<file path="src/rtl/cale_de_date_div.sv">
// Sequential restoring shift-subtract divider: one quotient bit per clock,
// width iterations per operation, divide-by-zero short-circuited to DONE.
module cale_de_date_div #(
  parameter int unsigned width = 8
) (
  input  logic             clk,
  input  logic             reset,
  input  logic             load,
  input  logic [width-1:0] OpA,
  input  logic [width-1:0] OpB,
  output logic [width-1:0] quot,
  output logic [width-1:0] rem,
  output logic             busy,
  output logic             ready,
  output logic             dbz
);

  localparam int unsigned CW = $clog2(width) + 1;

  typedef enum logic [1:0] {IDLE, RUN, DONE} state_t;

  state_t           state_q, state_d;
  logic [width-1:0] a_q, a_d;
  logic [width-1:0] b_q, b_d;
  // Guard bit of the partial remainder is kept only in the trial value:
  // a restoring step always leaves R < B, so the stored top bit is always 0.
  logic [width-1:0] r_q, r_d;
  logic [width-1:0] q_q, q_d;
  logic [CW-1:0]    cnt_q, cnt_d;
  logic             dbz_q, dbz_d;
  logic             ready_q, ready_d;
  logic             busy_q, busy_d;
  logic [width:0]   trial;

  always_comb begin
    state_d = state_q;
    a_d     = a_q;
    b_d     = b_q;
    r_d     = r_q;
    q_d     = q_q;
    cnt_d   = cnt_q;
    dbz_d   = dbz_q;
    ready_d = ready_q;
    trial   = {r_q, a_q[width-1]};

    case (state_q)
      IDLE, DONE: begin
        if (load) begin
          if (OpB != '0) begin
            a_d     = OpA;
            b_d     = OpB;
            r_d     = '0;
            q_d     = '0;
            cnt_d   = '0;
            dbz_d   = 1'b0;
            ready_d = 1'b0;
            state_d = RUN;
          end else begin
            q_d     = '1;
            r_d     = OpA;
            dbz_d   = 1'b1;
            ready_d = 1'b1;
            state_d = DONE;
          end
        end
      end
      RUN: begin
        if (trial >= {1'b0, b_q}) begin
          r_d = width'(trial - {1'b0, b_q});
          q_d = {q_q[width-2:0], 1'b1};
        end else begin
          r_d = trial[width-1:0];
          q_d = {q_q[width-2:0], 1'b0};
        end
        a_d   = {a_q[width-2:0], 1'b0};
        cnt_d = cnt_q + CW'(1);
        if (cnt_q == CW'(width - 1)) begin
          ready_d = 1'b1;
          state_d = DONE;
        end
      end
      default: state_d = IDLE;
    endcase

    busy_d = (state_d == RUN);
  end

  always_ff @(posedge clk) begin
    if (reset) begin
      state_q <= IDLE;
      a_q     <= '0;
      b_q     <= '0;
      r_q     <= '0;
      q_q     <= '0;
      cnt_q   <= '0;
      dbz_q   <= 1'b0;
      ready_q <= 1'b0;
      busy_q  <= 1'b0;
    end else begin
      state_q <= state_d;
      a_q     <= a_d;
      b_q     <= b_d;
      r_q     <= r_d;
      q_q     <= q_d;
      cnt_q   <= cnt_d;
      dbz_q   <= dbz_d;
      ready_q <= ready_d;
      busy_q  <= busy_d;
    end
  end

  assign quot  = q_q;
  assign rem   = r_q;
  assign busy  = busy_q;
  assign ready = ready_q;
  assign dbz   = dbz_q;

endmodule

</file>
<file path="config.mk">
export PLATFORM = sky130hd
export DESIGN_NAME = cale_de_date_div
export DESIGN_NICKNAME = d
export VERILOG_FILES = /design/src/rtl/cale_de_date_div.sv
export SDC_FILE = /design/constraint.sdc
export NUM_CORES = 1
export LEC_CHECK = 0
export ABC_AREA = 1
export BUFFER_PORTS_ARGS = -buffer_cell sky130_fd_sc_hd__buf_2
export CELL_PAD_IN_SITES_DETAIL_PLACEMENT = 1
export CELL_PAD_IN_SITES_GLOBAL_PLACEMENT = 1
export CORE_ASPECT_RATIO = 0.6
export CORE_MARGIN = 4
export CORE_UTILIZATION = 36
export CTS_CLUSTER_DIAMETER = 150
export DETAILED_ROUTE_END_ITERATION = 8
export PLACE_DENSITY = 0.85
export SYNTH_ARGS = -nofsm -noshare
export SYNTH_HDL_FRONTEND = slang
export SYNTH_SLANG_ARGS = --single-unit
</file>
<file path="constraint.sdc">
create_clock -name clk -period 1.7 [get_ports clk]
set_clock_uncertainty 0.2 [all_clocks]
set_input_delay 0.17 -clock clk [delete_from_list [all_inputs] [get_ports clk]]
set_output_delay 0.17 -clock clk [all_outputs]
set_load 0.02 [all_outputs]
</file>
==> results by stage, run 1 <==
Floorplanning:
- The boundary pin count is 38.
- The die width is 113 um.
- The floorplan step defined a core boundary enclosing about 6200 sq um.
- The height of the chip is slightly above 70 um.
- The starting density of the core is 37.9%.
- The count of standard-cell rows is 22.
- The total die area is 7980 sq um.

Worst hold path:
- The path with the worst hold slack has its endpoint at b_q[2].
- The worst hold path passes through 3 cells.
- The startpoint of the lowest-slack hold path is OpB[2].
- The worst hold path belongs to the class in -> reg.

Timing:
- The final count of hold timing violations is 0.
- The post-route worst setup slack is -0.240 ns.
- The transition time at the pin with the least slew margin is 0.438 ns.
- The number of pins exceeding their max-slew limit in the final report is 0.
- The final critical path takes up 114% of the cycle.
- Final hold analysis gives a worst-case slack of 0.00498 ns.
- For this run, the top clock speed supported by timing is approximately 0.52 GHz.
- Setup repair after global routing could not meet its margin everywhere.
- The worst max-slew margin expressed relative to the limit is 70.5%.
- The worst path in the final design needs a cycle of 1.94 ns, including I/O delays and setup.
- The final count of negative-setup-slack endpoints is 9.

Power and ir drop:
- The worst IR drop on VDD is 0.468 mV.
- The power per cell area is ~1000 nW/um^2.
- For this design the static power due to leakage is 1.50 nW.

Logic synthesis:
- The most frequent cell after synthesis is nand2_1.
- After synthesis the cells add up to roughly 2400 sq um.
- Ranked by total cell area, the synthesized netlist is headed by dfxtp_1 (35%), nand2_1 (10%), o21ai_0 (9.9%).
- The primary flip-flop cell chosen by synthesis mapping is dfxtp_1.
- Yosys printed 0 warnings.
- The netlist uses 32 different library cells.
- In the synthesized netlist, the number of instances is between 300 and 400.
- After synthesis, the share of flip-flops with an asynchronous set or reset is 0%.
- Counting every net in the synthesized netlist gives roughly 360.
- The cell type with the largest total area after synthesis is dfxtp_1.
- Counting flops and latches in the post-synthesis netlist gives slightly above 40.
- The synthesized design devotes to its leading area cell type 34.7% of total area.
- After synthesis, flip-flops and latches occupy between 30 and 40% of the total area.
- Ranked by instance count, the synthesized netlist is headed by nand2_1 (64), o21ai_0 (47), dfxtp_1 (41).
- Averaged over all synthesized cells, the footprint is 7.13 sq um.
- The synthesized design contains 0 enable-type register cells.

Drt:
- The number of vias per cell is ~5.3.
- The first TritonRoute pass finished after 4 iterations.
- Wire segments on met2 add up to a little under 4000 um in the final route.
- After detailed routing, the wire length on met1 is around 4100 um.
- Dividing the detail-routed wire length by the instance count gives 17.4 um.
- Detailed routing placed a total of between 400 and 500 um of wire on met3.
- The detailed router used layers up to and including met4.
- The count of nets left with antenna violations once routing finished came out at 0.
- The count of unresolved DRC violations after routing is 0.
- For this block, the routed nets add up to about 8600 um of wire.
- The routed layout has ~2600 vias.
- For this block, the initial DRC count from the detailed router was 138.

Worst setup path:
- The cell depth of the worst flop-to-flop path is 11.
- The kind of critical path is reg -> reg.
- The worst setup path is launched from a flop.
- Along the worst path, the maximum fanout reaches 2.
- The worst setup path is captured at a flop.
- At the worst endpoint, the required time is approximately 1.7 ns.
- STA puts the critical path data arrival time at around 2 ns.
- Across all register-to-register paths, the minimum setup slack is -0.24 ns.
- The startpoint of the worst register-to-register path is a_q[7].
- The critical register-to-register path endpoint is rem[6].

Clock tree:
- At the later pin of the worst-skew pair, clock insertion delay measures between 0.2 and 0.3 ns.
- The CTS tree is done.
- The clock-pin slew of the registers on the worst-case setup and hold paths is ~0.080 ns.
- The clock tree buffer depth is 2.
- The level count of the clock H-tree is 2.
- The number of clock sinks is just over 40.
- The tree is rooted in a clkbuf_8.
- Buffers inserted during clock tree synthesis total 5.

GRT:
- The number of global-route vias before repair was between 2000 and 3000.
- For this run the aggregate overflow at the end of global routing stands at 0.
- The largest net degree at the start of global routing is 33.
- The number of antenna violations at the first check in global routing is 0.
- The global routing usage summed across all routing layers is between 20% and 30%.
- The wire length of the first global-routing pass is approximately 14000 um.

Finish:
- The cell area after layout is around 3400 sq um.
- At the end of the flow, the number of nets in the layout was around 440.
- Cells with a size suffix above 1 make up between 40% and 50% of the layout.
- The post-synthesis to final-layout area growth is 42.5%.
- Once layout is complete, the cells apart from fillers number around 500.
- The number of antenna repair diodes is 0.

Placement:
- In this run, placement finished with an instance count of between 400 and 500.
- The number of buffer cells added on primary ports is 37.
- At the end of routability-driven placement, the weighted congestion stood at ~0.90.
- The half-perimeter wire length after placement is 6230 um.
- In this run the cell area measured after placement is 3000 sq um.

Run status:
- The final reports fail on setup timing.
- The flow ran to the end, but the final reports show violations.

Flow run:
- The number of violations of the max-capacitance limit is 0.
[cells by family after synthesis]
group / after synthesis / synth area share, %
AND/OR/NAND/NOR: 121 / 25.6
buffers and inverters: 59 / 10.6
flip-flops: 41 / 34.7
adder cells (fa/ha/maj): 10 / 5.60
XOR/XNOR: 3 / 1.11
AO/OA/AOI/OAI: 98 / 22.4
[final cells by class]
class                           count  area, sq um
Clock inverter                      1         5.00
Inverter                           45          169
Multi-Input combinational cell    233         1580
Fill cell                         783         2870
Sequential cell                    41          846
Tap cell                           84          105
Clock buffer                        6         93.8
Timing Repair Buffer               83          572
[stage by stage]
stage	utilization (%)	power [mW]	setup slack, ns	setup TNS (ns)
floorplan	-	2.05	-0.0596	-0.0930
global placement	48.1	2.43	-0.150	-0.875
detailed placement	48.1	2.51	-0.243	-1.69
CTS	53.1	3.44	-0.212	-1.06
global route	54.0	3.75	-0.319	-2.30
finish	54.0	3.53	-0.240	-1.46
[routing by layer]
metal  global-route usage (%)  vias up
met1                     31.4     1280
met4                     3.87        0
met3                     3.50       15
met2                     36.4       65
li1                         -     1245
met5                        0        -
[worst max-delay path, stage by stage, from the launching register on]
cell and delay (ns):
dfxtp_2 0.33, inv_2 0.04, ha_4 0.15, fa_2 0.34, nand3b_1 0.19, nand2_2 0.11
nand2_2 0.07, nand3b_1 0.10, nand2_1 0.06, nand2_1 0.08, nand3_2 0.07, a21oi_2 0.13
[cell usage in the layout (no fill, tap or decap), types with 2 or more instances in the layout]
| cell | count |
|---|---|
| inv_2 | 13 |
| o21ai_1 | 7 |
| nand3b_1 | 2 |
| dfxtp_2 | 8 |
| o21ai_2 | 2 |
| nand2_1 | 47 |
| ha_4 | 8 |
| dlygate4sd3_1 | 5 |
| dfxtp_4 | 4 |
| dfxtp_1 | 29 |
| a21oi_1 | 30 |
| inv_1 | 32 |
| nor2_4 | 4 |
| nand4_4 | 2 |
| clkbuf_8 | 5 |
| o21ai_0 | 45 |
| buf_4 | 38 |
| buf_2 | 37 |
| nand2_2 | 17 |
| a21oi_2 | 11 |
| buf_12 | 2 |
| xor2_1 | 2 |
| nor2_1 | 12 |
| a31oi_1 | 2 |
| nand3_2 | 19 |
| nand3_1 | 6 |
| nor2_2 | 4 |
| nand2_4 | 3 |
[timing repair]
action	CTS	global route
cloned	1	0
setup buffers	6	1
endpoints found under the setup margin	9	16
hold endpoints to repair	11	0
hold buffers	5	0
gates resized for setup	37	15
pin swaps	21	5
[sequential cells by signal (all words and copies together), names as in the netlist]
name and flops:
dbz 1, quot 8, a_q 8, cnt_q 4
rem 8, b_q 8, busy 1, state_q 2
ready 1
[how the worst max path moves through the flow]
stage,slack [ns],startpoint,to
after floorplan,-0.06,a_q[7],rem[6]
after global placement,-0.15,b_q[3],rem[7]
after detailed placement,-0.24,a_q[7],rem[6]
after CTS,-0.21,a_q[7],rem[6]
after global routing,-0.32,a_q[7],rem[6]
final,-0.24,a_q[7],rem[6]
[power breakdown]
part,switching (mW),total [mW],internal (mW)
Combinational,1.01,1.70,0.698
Sequential,0.0635,1.12,1.05
Clock,0.343,0.711,0.368
Total,1.41,3.53,2.12
(Power assumes the default switching activity.)
==> run 2, diff against run 1 <==
Settings changed: CELL_PAD_IN_SITES_GLOBAL_PLACEMENT 1 to 2, CORE_UTILIZATION 36 to 28.
==> results by stage, run 2 (synthesis results as in run 1) <==
Drt:
- The routed design has between 8000 and 9000 um of wire.
- The iteration-0 DRC count of the detailed router is roughly 120.
- For this run, design rule violations remaining after detail routing come to 0.
- The wire length per cell after detailed routing is 15.8 um.
- The detailed-route via count is 2534.
- The number of vias per cell is roughly 4.8.
- The remaining antenna violation count after routing is 0.
- The first detailed-routing pass ran for 4 iterations.

GRT:
- After global routing the overflow that remains totals 0.
- The global routing usage summed across all routing layers is 16.6%.
- The first global-routing pass estimated 13400 um of wire.
- The number of global-route vias before repair came to between 2000 and 3000.
- The largest net degree at the start of global routing is 26.
- The number of antenna violations at the first check in global routing came to 0.

Power and ir drop:
- The leakage dissipation is roughly 1.6 nW.
- The power per cell area is about 1100 nW/um^2.
- The post-layout total power is between 3 and 4 mW.
- The worst IR drop on VDD is between 0.3 and 0.4 mV.

Clock tree:
- The CTS tree is done.
- The latest clock arrival within the worst-skew pair is between 0.2 and 0.3 ns.
- The clock-pin slew of the registers on the worst-case setup and hold paths is around 0.060 ns.
- The level count of the clock H-tree is 2.
- TritonCTS created 5 clock buffers.
- The tree is rooted in a clkbuf_16.
- The number of clock sinks is 41.
- The clock tree buffer depth is 2.

Finish:
- Relative to the synthesized area, the layout overhead comes to 51.4%.
- The share of cells above drive strength 1 is between 40% and 50%.
- At the end of the flow, the number of nets in the layout was 450.
- 0 antenna diodes ended up in the layout.
- In the layout the commonest cells are buf_4 (50), o21ai_0 (46), nand2_1 (42).
- The commonest non-fill, non-tap cell in the layout is buf_4.

Timing:
- The clock period minus final worst setup slack is between 1.5 and 2 ns.
- Setup repair after global routing could not meet its margin everywhere.
- Setup violations remaining at the end of the flow were counted as 9.
- At the pin with the least slew margin, the transition time is ~0.46 ns.
- The total negative slack for setup checks is -1.03 ns.
- The highest clock rate is approximately 0.54 GHz.
- The part of the cycle the worst path needs is 108%.
- The final count of hold timing violations is 0.
- The post-route worst setup slack is -0.142 ns.
- The worst max-slew margin expressed relative to the limit is about 70%.
- The number of pins exceeding their max-slew limit in the final report is 0.

Worst setup path:
- The critical path in this run is classified as reg -> reg.
- The critical register-to-register path endpoint is rem[5].
- The worst setup path is captured at a flop.
- In this run the critical register-to-register path is launched from b_q[4].
- The critical path launch point type is a flop.
- At the worst endpoint, the required time is 1.71 ns.
- The worst register-to-register path has a setup slack of -0.14 ns.
- The worst register-to-register path has a depth of 11.
- The worst endpoint data arrival time is around 1.9 ns.
- The largest fanout on the critical path is 5.

Floorplanning:
- During I/O placement, the number of pins put on the boundary was 38.
- The core region is ~8000 sq um.
- The floorplan step defined a die boundary enclosing about 10000 sq um.
- The die width is 127 um.
- For this configuration, the core starts out at a cell density of between 20% and 30%.
- The floorplan has 25 rows.
- The height of the chip is ~80 um.

Worst hold path:
- The worst min-delay path category is in -> reg.
- The worst min-delay path endpoint is b_q[2].
- Counting instances, the worst hold path has a depth of 3.
- The startpoint of the lowest-slack hold path is OpB[2].

Placement:
- The weighted congestion reported at the end of routability-driven placement is approximately 0.79.
- Buffers placed on the I/O ports in this run total 37.
- Prior to clock tree synthesis, the placed netlist has a worst setup slack of -0.212 ns.
- The half-perimeter wire length after placement is about 6100 um.

Run status:
- The checks that failed: setup timing.
- The run finished, with violations left.

Flow run:
- The number of violations of the max-capacitance limit is 0.
## run 2: changes by cell type in the layout (fill, tap and decap cells not counted), sizes merged
cell,previous run,this run
clkinvlp,0,1
buf,78,90
inv,45,44
clkinv,1,2
## run 2: cell type report
cell class	instances	area, sq um
clock inverters	2	10.0
flip-flops and latches	41	847
well taps	108	135
fillers	966	4450
clock buffers	6	129
inverters	45	175
multi-input cells	233	1640
repair buffers	95	653
## run 2: timing repair
item | 4_1_cts | 5_1_grt
pin swaps | 17 | 15
hold buffers | 5 | 0
gates cloned | 1 | 0
endpoints found under the hold margin | 6 | 0
resized for setup | 36 | 30
endpoints found under the setup margin | 9 | 14
setup buffers | 11 | 6
## run 2: power by group
group / internal (mW) / switching [mW]
sequential: 1.06 / 0.0628
clock: 0.540 / 0.391
combinational: 0.732 / 0.999
total: 2.33 / 1.45
## run 2: metal layers
metal,GRT usage (%),up-vias,wire (um)
li1,-,1271,-
met1,25.0,1219,4410
met2,24.9,42,3650
met3,3.63,2,317
met4,1.82,0,7
met5,0,-,0
## run 2: worst max path at each step
stage | from | endpoint | slack (ns)
finish | b_q[4] | rem[5] | -0.14
global route | a_q[7] | rem[6] | -0.24
global placement | a_q[7] | rem[6] | -0.17
floorplan | a_q[7] | rem[6] | -0.06
CTS | b_q[5] | rem[7] | -0.14
detailed placement | b_q[3] | rem[3] | -0.21
## run 2: through the flow
stage          hold slack [ns]  instance area [sq um]  cells  utilization [%]
2_1_floorplan            0.105                   2510    332                -
3_3_place_gp             0.231                   3040    499             37.8
3_5_place_dp             0.241                   3040    499             37.8
4_1_cts                0.00638                   3430    524             42.6
5_1_grt                 0.0398                   3590    530             44.6
6_report               0.00866                   3590    530             44.6
## run 2: critical path: stages (launching register included)
cell     delay (ns)
dfxtp_2        0.32
inv_2          0.04
ha_4           0.27
nand2_4        0.09
nand2_4        0.06
inv_2          0.11
nand2_2        0.08
nand2_4        0.09
nand4_4        0.17
nand2_1        0.13
nand3_2        0.09
a21oi_2        0.12
